<file path="config.mk">
export PLATFORM = sky130hd
export DESIGN_NAME = pc_fetch_unit
export DESIGN_NICKNAME = d
export VERILOG_FILES = /design/src/rtl/pc_fetch_unit.sv
export SDC_FILE = /design/constraint.sdc
export NUM_CORES = 1
export LEC_CHECK = 0
export CAP_MARGIN = 20
export CORE_UTILIZATION = 57
export DETAILED_ROUTE_END_ITERATION = 10
export PLACE_DENSITY = 0.95
export SLEW_MARGIN = 20
export SYNTH_ARGS = -nofsm -noshare
export SYNTH_HDL_FRONTEND = slang
export SYNTH_SLANG_ARGS = --single-unit
</file>
<file path="constraint.sdc">
create_clock -name clk -period 6.16 [get_ports clk]
set_input_delay 1.232 -clock clk [delete_from_list [all_inputs] [get_ports clk]]
set_output_delay 1.232 -clock clk [all_outputs]
set_load 0.03 [all_outputs]
</file>
<file path="src/rtl/pc_fetch_unit.sv">
// Instruction-fetch stage: PC register, IF/ID register and jump/branch
// resolution with one delay slot; a redirect survives imem wait states.
module pc_fetch_unit #(
  parameter logic [31:0] RESET_PC  = 32'h0000_3000,
  parameter logic [31:0] NOP_INSTR = 32'h0000_0000
) (
  input  logic        clk,
  input  logic        rst_n,
  input  logic        stall,
  input  logic [2:0]  pc_src,
  input  logic [31:0] rs_data,
  output logic [31:0] imem_addr,
  output logic        imem_req,
  input  logic        imem_ready,
  input  logic [31:0] imem_rdata,
  output logic [31:0] id_instr,
  output logic [31:0] id_pc,
  output logic [31:0] id_pc_plus8,
  output logic        id_valid,
  output logic        redirect
);

  typedef enum logic [1:0] {
    IDLE  = 2'd0,
    FETCH = 2'd1,
    PEND  = 2'd2
  } state_e;

  typedef struct packed {
    logic [31:0] instr;
    logic [31:0] pc;
    logic        valid;
  } if_id_t;

  state_e      state_q, state_d;
  logic [31:0] pc_q, pc_d;
  if_id_t      ifid_q, ifid_d;
  logic        pend_v_q, pend_v_d;
  logic [31:0] pend_t_q, pend_t_d;
  logic        redir_q, redir_d;

  logic        is_o16, is_o26, is_jmp, is_rs;
  logic        take;
  logic [31:0] pcn;
  logic [31:0] target;

  assign is_o16 = (pc_src == 3'd1);
  assign is_o26 = (pc_src == 3'd2);
  assign is_jmp = (pc_src == 3'd3);
  assign is_rs  = (pc_src == 3'd4);

  assign take = ifid_q.valid & ~stall
              & (is_o16 | is_o26 | is_jmp | is_rs);
  assign pcn  = ifid_q.pc + 32'd4;

  always_comb begin
    target = pcn;
    unique case (1'b1)
      is_o16: target = pcn
        + {{14{ifid_q.instr[15]}}, ifid_q.instr[15:0], 2'b00};
      is_o26: target = pcn
        + {{4{ifid_q.instr[25]}}, ifid_q.instr[25:0], 2'b00};
      is_jmp: target = {pcn[31:28], ifid_q.instr[25:0], 2'b00};
      is_rs:  target = rs_data;
      default: target = pcn;
    endcase
  end

  always_ff @(posedge clk or negedge rst_n) begin
    if (!rst_n) begin
      state_q  <= IDLE;
      pc_q     <= RESET_PC;
      ifid_q   <= '{instr: NOP_INSTR, pc: 32'd0, valid: 1'b0};
      pend_v_q <= 1'b0;
      pend_t_q <= 32'd0;
      redir_q  <= 1'b0;
    end else begin
      state_q  <= state_d;
      pc_q     <= pc_d;
      ifid_q   <= ifid_d;
      pend_v_q <= pend_v_d;
      pend_t_q <= pend_t_d;
      redir_q  <= redir_d;
    end
  end

  always_comb begin
    state_d = state_q;
    unique case (state_q)
      IDLE: state_d = FETCH;
      FETCH, PEND: begin
        if (!stall) begin
          if (imem_ready)
            state_d = FETCH;
          else if (take)
            state_d = PEND;
        end
      end
      default: state_d = IDLE;
    endcase
  end

  always_comb begin
    imem_req = 1'b0;
    unique case (state_q)
      FETCH, PEND: imem_req = 1'b1;
      default:     imem_req = 1'b0;
    endcase
  end

  // Stall freezes everything; a missing word becomes a bubble.
  always_comb begin
    pc_d     = pc_q;
    ifid_d   = ifid_q;
    pend_v_d = pend_v_q;
    pend_t_d = pend_t_q;
    redir_d  = take;
    if (state_q == IDLE) begin
      if (!stall)
        ifid_d = '{instr: NOP_INSTR, pc: ifid_q.pc, valid: 1'b0};
    end else if (!stall) begin
      if (imem_ready) begin
        ifid_d   = '{instr: imem_rdata, pc: pc_q, valid: 1'b1};
        pend_v_d = 1'b0;
        if (take)
          pc_d = target;
        else if (pend_v_q)
          pc_d = pend_t_q;
        else
          pc_d = pc_q + 32'd4;
      end else begin
        ifid_d = '{instr: NOP_INSTR, pc: ifid_q.pc, valid: 1'b0};
        if (take) begin
          pend_v_d = 1'b1;
          pend_t_d = target;
        end
      end
    end
  end

  assign imem_addr   = pc_q;
  assign id_instr    = ifid_q.instr;
  assign id_pc       = ifid_q.pc;
  assign id_pc_plus8 = ifid_q.pc + 32'd8;
  assign id_valid    = ifid_q.valid;
  assign redirect    = redir_q;

endmodule

</file>
==> metrics <==
status=finished clean; most frequent cells in the layout=nand2_1 (272), clkdlybuf4s50_1 (199), dfrtp_1 (131); worst-skew pair later-pin latency=0.43 ns; P_int=2.90 mW; Worst-Margin Slew=1.06 ns; Finish-stage setup viols=0; Vias per Instance=6.49; total setup buffers inserted after CTS=0; Multi-input gate area=6220 um2; Post-Syn Instances=1,273; Required @ worst endpoint=6.51 ns; CP Capture Type=register; FFs w/ async S/R, synth=100%; CTS tree=done; Crit Path Category=register to register; power density cells=453 nW/um2; Worst VDD drop=330 uV; most common cell after layout, fill and taps aside=nand2_1; CP Max Fanout=12; post-DP HPWL=25,300 um; drt wl/cell=21.5 um; Residual DRC=0; library cells used by synthesis=79; Die X-Extent=135 um; Port Buffers=201; hold path depth=2; Final Hold Fails=0; critical path cell sequence=ha_1 -> and2_1 -> nand4_1 -> nand2b_1 -> nor2_1 -> xor2_1 -> ha_1 -> a21oi_1 -> o211ai_1 -> a41oi_2 -> nand3_1 -> or3_1 -> o2111ai_1 -> or3b_1 -> or2_1 -> a21oi_1; Post-synth EDFFs=0; max-slew violation count=0; Tot GR Track Use=39.8%; Syn Nets=1,380; worst-case reg-to-reg path depth=16; Post-synth top flop=dfrtp_1; Post-CTS Hold Buffers=0; Avg Inst Size Synth=7.87 um2; Place WS=0.874 ns; clock buffer depth=2; slowest stage delay, CP=0.68 ns; Initial DRT Pass Iterations=6; Initial Util=58.1%; core area=17,200 um2; Seq pwr share=29.9%; share of cells above drive strength 1=6.43%; antenna viol nets, final=0; CP arrival=5.50 ns; filler instances=1,286; Final #Nets=1,524; drt total wl=35,500 um; Worst Skew=0.0125 ns; P&R area growth vs syn=25.5%; clock-pin slew on the worst setup and hold paths=0.06 ns; largest net degree at the start of global routing=91; Slowest-stage cell, CP=dfrtp_1; PostCTS Resize Cnt=0; die area=18,100 um2; Yosys reg bits=133; I/O pin count=202; total of max-cap violations=0; P_sw=2.80 mW; initial antenna violation count=0; tightest hold margin=0.482 ns; CTS H-Tree Depth=4; Register Area=3330 um2; Slew HR=29.1%; RSZ-0062 raised after global routing=false; Pleak=5.60 nW; RePlAce Congestion=0.958; Warnings, synthesis=0; Cells after DPL=1,623; initial drt markers=1,353; CTS sink count=133; via count=10,739; GRT overflow=0; Rows=48; Final period util=83.6%; CTS Buf Count=17; Final WS setup=1.01 ns; Die Y-Extent=135 um; Startpoint Class=register; Final Non-Filler Cells=1,655; ANT cells=0; Gate power share=53.4%; Cell Area, Synth=10,000 um2; clock share of power=16.7%; crit path time final=5.15 ns; number of global-route vias before repair=10,039; Root Buffer=clkbuf_16; wire length of the first global-routing pass=55,200 um; sw frac=49.1%; register area share after synthesis=33.2%; highest clock rate=194 MHz; setup total negative slack=0 ns; worst hold path type=register to register
[synth_stat cells, types with 14 or more instances]
cell      instances  area, um2
nand4_1          16        100
and3_1           21        131
clkbuf_1         63        236
a31oi_1          17        106
nand2_1         272       1020
nand3_1          37        185
xor2_1           47        412
ha_1             35        438
inv_1            23       86.3
a21o_1           30        225
o211ai_1         14        105
a21oi_1          84        420
o21ai_0          83        415
xnor2_1          54        473
a22o_1           32        280
dfrtp_1         131       3280
nor2_1          108        405
a221oi_1         14        123
[final timing paths]
check | start | end | slack (ns)
max | id_pc[2] | imem_addr[29] | 1.01
min | pend_t_q[13] | pend_t_q[13] | 0.48
max reg2reg | id_pc[2] | imem_addr[29] | 1.01
min reg2reg | pend_t_q[13] | pend_t_q[13] | 0.48
max in group asynchronous | rst_n | id_instr[24] | 4.24
min in group asynchronous | rst_n | pend_t_q[29] | 0.89
[cell type report]
class,count,area share (%)
Inverter,24,0.716
Timing Repair Buffer,217,16.9
Clock buffer,19,3.44
Clock inverter,13,0.786
Sequential cell,133,26.5
Tap cell,225,2.24
Multi-Input combinational cell,1024,49.4
[power groups by stage]
stage,sequential (mW),combinational [mW],clock (mW)
2_1_floorplan,1.83,1.70,0
3_3_place_gp,1.67,2.92,0
3_5_place_dp,1.68,2.99,0
4_1_cts,1.68,3.01,0.948
5_1_grt,1.73,3.26,0.986
6_report,1.70,3.04,0.951
[kinds of logic after synthesis]
group / synth area share [%]
AND/OR/NAND/NOR: 23.5
AO/OA/AOI/OAI: 23.1
flip-flops: 33.2
buffers and inverters: 4.88
XOR/XNOR: 9.31
adder cells (fa/ha/maj): 4.57
multiplexers: 1.36
[through the flow]
stage / total power [mW] / instance area [um2] / util [%]
after detailed placement: 4.67 / 12000 / 69.9
after floorplan: 3.53 / 10000 / -
final: 5.70 / 12600 / 73.0
after CTS: 5.64 / 12600 / 73.0
after global routing: 5.97 / 12600 / 73.0
after global placement: 4.59 / 12000 / 69.9
[registers in the layout, summed over array words and instances (netlist names)]
signal / flops
state_q: 2
id_instr: 32
pend_v_q: 1
id_valid: 1
redirect: 1
imem_addr: 32
id_pc: 32
pend_t_q: 32
[worst max-delay path, delay by kind of cell, from the launching register on]
kind | cells | cell delay (ns)
AOI/OAI and AO/OA | 5 | 1.00
xor gates and xnor gates | 1 | 0.38
adders and majority gates | 2 | 0.68
DFF | 1 | 0.68
and+or+nand+nor | 8 | 2.31
[per-layer routing]
metal / vias to the layer above / GRT usage, % / wire length, um
met5: - / 0 / 0
met4: 0 / 22.0 / 1990
met3: 121 / 8.33 / 3730
met1: 5096 / 51.4 / 13800
li1: 4782 / - / -
met2: 740 / 62.6 / 16000
No activity file was read; power rests on OpenSTA's default activity.
